===== src/rtl/regfile_rename_pkg.sv =====
// Shared widths, read-port response bundle and helpers for the renamed register file.
// Optional commit bypass on the read ports: REGFILE_COMMIT_BYPASS_EN.
package regfile_rename_pkg;

    localparam int REG_ADDR_W = 5;
    localparam int TAG_SIZE   = 5;
    localparam int DATA_W     = 32;
    localparam int NUM_REGS   = 32;

    typedef struct packed {
        logic                busy;
        logic [TAG_SIZE-1:0] tag;
        logic [DATA_W-1:0]   val;
    } rd_resp_t;

    function automatic logic writes_rd(
        input logic                  en,
        input logic [REG_ADDR_W-1:0] rd
    );
        return en && (rd != '0);
    endfunction

endpackage


===== src/rtl/regfile_read_port.sv =====
// One combinational operand lookup: value or pending producer tag.
// With REGFILE_COMMIT_BYPASS_EN a matching same-cycle commit is forwarded.
module regfile_read_port
    import regfile_rename_pkg::*;
#(
    parameter int NREG = NUM_REGS,
    parameter int TAGW = TAG_SIZE,
    parameter int XLEN = DATA_W
) (
    input  logic [REG_ADDR_W-1:0] rs_in,
    input  logic [XLEN-1:0]       regs_in [NREG],
    input  logic [NREG-1:0]       busy_in,
    input  logic [TAGW-1:0]       tags_in [NREG],
`ifdef REGFILE_COMMIT_BYPASS_EN
    input  logic                  commit_en_in,
    input  logic [TAGW-1:0]       commit_tag_in,
    input  logic [REG_ADDR_W-1:0] commit_rd_in,
    input  logic [XLEN-1:0]       commit_val_in,
`endif
    output logic                  busy_out,
    output logic [TAGW-1:0]       tag_out,
    output logic [XLEN-1:0]       val_out
);

    logic nz;

    always_comb begin
        nz       = (rs_in != '0);
        busy_out = nz && busy_in[rs_in];
        tag_out  = tags_in[rs_in];
        val_out  = nz ? regs_in[rs_in] : '0;
`ifdef REGFILE_COMMIT_BYPASS_EN
        // The producer is retiring right now; hand its result over early.
        if (commit_en_in && nz && (commit_rd_in == rs_in) &&
            busy_in[rs_in] && (tags_in[rs_in] == commit_tag_in)) begin
            busy_out = 1'b0;
            val_out  = commit_val_in;
        end
`endif
    end

endmodule


===== src/rtl/regfile_rename.sv =====
// Architectural register file with per-register busy/ROB-tag rename state.
// Define REGFILE_COMMIT_BYPASS_EN to forward same-cycle commits to the read ports.
module regfile_rename
    import regfile_rename_pkg::*;
#(
    parameter int NREG = NUM_REGS,
    parameter int TAGW = TAG_SIZE,
    parameter int XLEN = DATA_W
) (
    input  logic                  clk_in,
    input  logic                  rst_in,
    input  logic                  rdy_in,
    input  logic                  clear_in,
    input  logic                  commit_en_in,
    input  logic [TAGW-1:0]       commit_tag_in,
    input  logic [REG_ADDR_W-1:0] commit_rd_in,
    input  logic [XLEN-1:0]       commit_val_in,
    input  logic                  issue_en_in,
    input  logic [REG_ADDR_W-1:0] issue_rd_in,
    input  logic [TAGW-1:0]       issue_tag_in,
    input  logic [REG_ADDR_W-1:0] rs1_in,
    input  logic [REG_ADDR_W-1:0] rs2_in,
    output logic                  rs1_busy_out,
    output logic                  rs2_busy_out,
    output logic [TAGW-1:0]       rs1_tag_out,
    output logic [TAGW-1:0]       rs2_tag_out,
    output logic [XLEN-1:0]       rs1_val_out,
    output logic [XLEN-1:0]       rs2_val_out
);

    logic [XLEN-1:0] regs_q [NREG];
    logic [XLEN-1:0] regs_d [NREG];
    logic [TAGW-1:0] tags_q [NREG];
    logic [TAGW-1:0] tags_d [NREG];
    logic [NREG-1:0] busy_q;
    logic [NREG-1:0] busy_d;

    always_comb begin
        regs_d = regs_q;
        tags_d = tags_q;
        busy_d = busy_q;
        if (rdy_in) begin
            if (writes_rd(commit_en_in, commit_rd_in)) begin
                regs_d[commit_rd_in] = commit_val_in;
                // Only the newest producer may release the rename.
                if (tags_q[commit_rd_in] == commit_tag_in)
                    busy_d[commit_rd_in] = 1'b0;
            end
            if (clear_in) begin
                busy_d = '0;
            end else if (writes_rd(issue_en_in, issue_rd_in)) begin
                busy_d[issue_rd_in] = 1'b1;
                tags_d[issue_rd_in] = issue_tag_in;
            end
        end
    end

    always_ff @(posedge clk_in) begin
        if (!rst_in) begin
            regs_q <= '{default: '0};
            tags_q <= '{default: '0};
            busy_q <= '0;
        end else begin
            regs_q <= regs_d;
            tags_q <= tags_d;
            busy_q <= busy_d;
        end
    end

    regfile_read_port #(
        .NREG (NREG),
        .TAGW (TAGW),
        .XLEN (XLEN)
    ) u_rs1 (
        .rs_in         (rs1_in),
        .regs_in       (regs_q),
        .busy_in       (busy_q),
        .tags_in       (tags_q),
`ifdef REGFILE_COMMIT_BYPASS_EN
        .commit_en_in  (commit_en_in),
        .commit_tag_in (commit_tag_in),
        .commit_rd_in  (commit_rd_in),
        .commit_val_in (commit_val_in),
`endif
        .busy_out      (rs1_busy_out),
        .tag_out       (rs1_tag_out),
        .val_out       (rs1_val_out)
    );

    regfile_read_port #(
        .NREG (NREG),
        .TAGW (TAGW),
        .XLEN (XLEN)
    ) u_rs2 (
        .rs_in         (rs2_in),
        .regs_in       (regs_q),
        .busy_in       (busy_q),
        .tags_in       (tags_q),
`ifdef REGFILE_COMMIT_BYPASS_EN
        .commit_en_in  (commit_en_in),
        .commit_tag_in (commit_tag_in),
        .commit_rd_in  (commit_rd_in),
        .commit_val_in (commit_val_in),
`endif
        .busy_out      (rs2_busy_out),
        .tag_out       (rs2_tag_out),
        .val_out       (rs2_val_out)
    );

endmodule


===== config.mk =====
export PLATFORM = sky130hd
export DESIGN_NAME = regfile_rename
export DESIGN_NICKNAME = d
export VERILOG_FILES = /design/src/rtl/regfile_rename_pkg.sv /design/src/rtl/regfile_read_port.sv /design/src/rtl/regfile_rename.sv
export SDC_FILE = /design/constraint.sdc
export NUM_CORES = 2
export LEC_CHECK = 0
export CORE_MARGIN = 2
export CORE_UTILIZATION = 47
export CTS_BUF_LIST = sky130_fd_sc_hd__clkbuf_4 sky130_fd_sc_hd__clkbuf_8
export DETAILED_ROUTE_END_ITERATION = 8
export DONT_BUFFER_PORTS = 1
export GPL_ROUTABILITY_DRIVEN = 0
export GPL_TIMING_DRIVEN = 1
export SYNTH_ARGS = -nofsm -noshare
export SYNTH_HDL_FRONTEND = slang
export SYNTH_SLANG_ARGS = --single-unit

===== constraint.sdc =====
create_clock -name clk_in -period 3.6 [get_ports clk_in]
set_clock_uncertainty 0.15 [all_clocks]
set_input_delay 0.18 -clock clk_in [delete_from_list [all_inputs] [get_ports clk_in]]
set_output_delay 0.18 -clock clk_in [all_outputs]
set_load 0.02 [all_outputs]

==> results.sh <==
export IMPL_outcome="finished, violations left"
export IMPL_violations="slew limit, setup timing"
export IMPL_cp_start_kind="primary input"
export IMPL_synth_mux_area_share_pct=28.6
export IMPL_synth_commonest_cells="nand2_1, dfxtp_1, a21boi_0, mux4_2, clkbuf_1"
export IMPL_drive_gt1_share_pct=16.3
export IMPL_startpoint="rs1_in[0]"
export IMPL_multi_input_area_um2=39000
export IMPL_cts_root_buf="clkbuf_8"
export IMPL_core_area_um2=139000
export IMPL_reg2reg_slack_ns=0.25
export IMPL_yosysMostFrequentCell="nand2_1"
export IMPL_synth_warnings=0
export IMPL_synthSimpleGateAreaFrac_pct=15.6
export IMPL_synth_ff_type="dfxtp_1"
export IMPL_portBuffers=0
export IMPL_r2r_start="tags_q[116]"
export IMPL_grt_util_met1_pct=49.4
export IMPL_synth_top_cell_area_share_pct=37.0
export IMPL_ant_nets=0
export IMPL_static_leakage_power_uw=0.0341
export IMPL_drt_pass1_iter_count=8
export IMPL_grt_max_degree=365
export IMPL_final_core_util_pct=63.5
export IMPL_use_met3_pct=11.4
export IMPL_dp_hpwl_um=135000
export IMPL_drtIter0Drc=7926
export IMPL_synth_cell_types=51
export IMPL_synth_top_cell_by_area="dfxtp_1"
export IMPL_worstPathArrival_ns=4.77
export IMPL_die_area_um2=143000
export IMPL_hold_depth=3
export IMPL_seq_area_um2=24300
export IMPL_synthArstFlopShare_pct=0
export IMPL_cp_max_fo=364
export IMPL_viasPerCell=6.22
export IMPL_ios=144
export IMPL_synthAdderAreaFrac_pct=0
export IMPL_grt_pass1_wl_um=421000
export IMPL_maxCapViolations=0
export IMPL_clock_sinks=1216
export IMPL_busiest_layer="met2"
export IMPL_fillerInstances=11300
export IMPL_syn_area_per_cell_um2=9.69
export IMPL_rr_worst_depth=9
export IMPL_hold_path_class="primary input to flop"
export IMPL_path_clk_slew_ns=0.07
export IMPL_ys_ff_latch=1216
export IMPL_timing_fmax_mhz=196
export IMPL_ys_seq_area_share_pct=37.0
export IMPL_finalNetCount=8153
export IMPL_grt_ovfl_total=0
export IMPL_vias=63000
export IMPL_wl_um=288000
export IMPL_synth_compound_area_share_pct=14.6
export IMPL_start_util_pct=47.2
export IMPL_crit_end="rs1_val_out[12]"
export IMPL_tns_ns=-22.16
export IMPL_fin_crit_ns=5.10
export IMPL_rsz0062_at_grt="no"
export IMPL_grt_pass1_vias=63700
export IMPL_report_final_slew_viol_count=226
export IMPL_antenna_found_initial=9
export IMPL_p_per_area_nw_per_um2=329
export IMPL_track_usage_pct=40.0
export IMPL_numCtsBuffers=207
export IMPL_synth_top_family_by_area="multiplexers"
export IMPL_die_h_um=378
export IMPL_min_period_over_period_pct=142
export IMPL_setup_slack_ns=-1.50
export IMPL_tightest_slew_ns=3.36
export IMPL_power_uw=29100
export IMPL_area_growth_pct=34.4
export IMPL_grt_met2_usage_pct=60.7
export IMPL_finalHoldViolations=0
export IMPL_worstReg2RegEnd="busy_q[1]"
export IMPL_tritoncts="built"
export IMPL_insertion_delay_ns=0.99
export IMPL_cts_buffer_depth=3
export IMPL_critPathKind="primary input to output port"
export IMPL_synth_fp_nets=6853
export IMPL_slew_limit_headroom_pct=-124
export IMPL_synth_edf_count=0
export IMPL_critical_path_required_ns=3.27
export IMPL_synth_xor_area_share_pct=0.0514
export IMPL_cts_htree_levels=4
export IMPL_synthesis_area_um2=65700
export IMPL_endpoint_kind="output port"
export IMPL_post_cts_buffers=0
export IMPL_synth_top_cells_by_area="dfxtp_1, mux4_2, nand2_1"
export IMPL_placementRows=137
export IMPL_ir_drop_mv=0.285
export IMPL_route_detailed_drc=0
export IMPL_setup_viol=23
export IMPL_hold_ws_ns=0.120
export IMPL_die_w_um=378
export IMPL_postSynthCellCount=6785
export IMPL_wl_per_cell_um=28.5
cells by family (layout without fill, tap and decap cells):
| family | count (synthesis) | after routing |
|---|---|---|
| XOR/XNOR | 3 | 3 |
| AND/OR/NAND/NOR | 2534 | 2534 |
| other | 0 | 8 |
| buffers and inverters | 685 | 2143 |
| AO/OA/AOI/OAI | 1284 | 1284 |
| multiplexers | 1063 | 1063 |
| flip-flops | 1216 | 1216 |
how the worst min path moves through the flow:
stage	start	end	slack, ns
4_1_cts	rst_in	regs_q[306]	0.002
5_1_grt	rst_in	regs_q[242]	0.08
3_3_place_gp	clear_in	busy_q[0]	0.13
3_5_place_dp	clear_in	busy_q[0]	0.14
6_report	rst_in	regs_q[242]	0.12
2_1_floorplan	clear_in	busy_q[0]	0.12
worst max-delay path: stages:
cell and delay [ns]:
mux4_2 1.61, mux2_2 0.31, a221oi_1 0.53, nor2_1 0.08, a21oi_1 0.33, nor2_1 0.22
layout make-up:
class	count	share of cell area, %
clock inverters	25	0.195
well taps	1876	2.66
diodes	8	0.0227
repair buffers	1774	20.6
multi-input cells	4884	44.2
inverters	2	0.00850
flip-flops and latches	1216	27.6
clock buffers	342	4.77
report_power, final:
group | switching [µW] | internal [µW] | total, µW | leakage [µW]
Clock | 6250 | 7340 | 13600 | 0.00235
Combinational | 969 | 950 | 1920 | 0.0219
Sequential | 38.5 | 13500 | 13500 | 0.00979
Total | 7260 | 21800 | 29100 | 0.0341
state kept, by name, summed over array words and instances (netlist names):
name	cells
busy_q	32
tags_q	160
regs_q	1024
per-layer routing:
metal  share of wire (%)  vias to the layer above  routed length (µm)
li1                    -                    26600                   -
met1                  36                    30900              104000
met2                  44                     4232              126000
met3                  13                     1244               36600
met4                 7.8                        4               22400
met5              0.0083                        -                  24
what timing repair did:
item,in CTS,in global routing
hold buffers,1629,0
endpoints found under the setup margin,0,3
endpoints found under the hold margin,1216,0
resized for setup,0,2
through the flow:
| stage | worst slack [ns] | area (µm²) | cells |
|---|---|---|---|
| floorplan | 0.955 | 65700 | 6785 |
| global placement | 0.785 | 67100 | 8124 |
| detailed placement | 0.782 | 67100 | 8124 |
| CTS | 0.0130 | 88300 | 10100 |
| global route | 0.0226 | 88300 | 10100 |
| finish | -1.50 | 88300 | 10100 |
cells in the final DEF (no fill, tap or decap), types with 7 or more instances in the layout:
cell,synthesis,layout
nand2_1,2112,2080
nand3_1,33,33
mux4_2,646,646
nor2b_1,163,162
a221oi_1,32,31
a211o_1,7,7
nor2_4,0,32
nor3_1,14,12
nand4_1,9,9
nor2_1,119,87
buf_16,0,7
dfxtp_1,1216,1216
o221ai_1,26,26
o21ai_0,32,32
o22ai_1,37,37
a21boi_0,1002,1002
dlygate4sd3_1,0,1577
a32oi_1,16,16
buf_4,10,126
and2_1,41,41
a21oi_1,27,27
a22oi_1,33,33
clkbuf_4,0,79
o211ai_1,13,13
mux2_2,53,53
nand2b_1,22,22
diode_2,0,8
o21ai_1,9,9
a211oi_1,33,32
mux2i_1,364,363
nand2_2,1,27
buf_12,0,64
clkbuf_8,0,263
clkinv_2,0,16
Note: power is estimated with default switching activity, not from simulation.
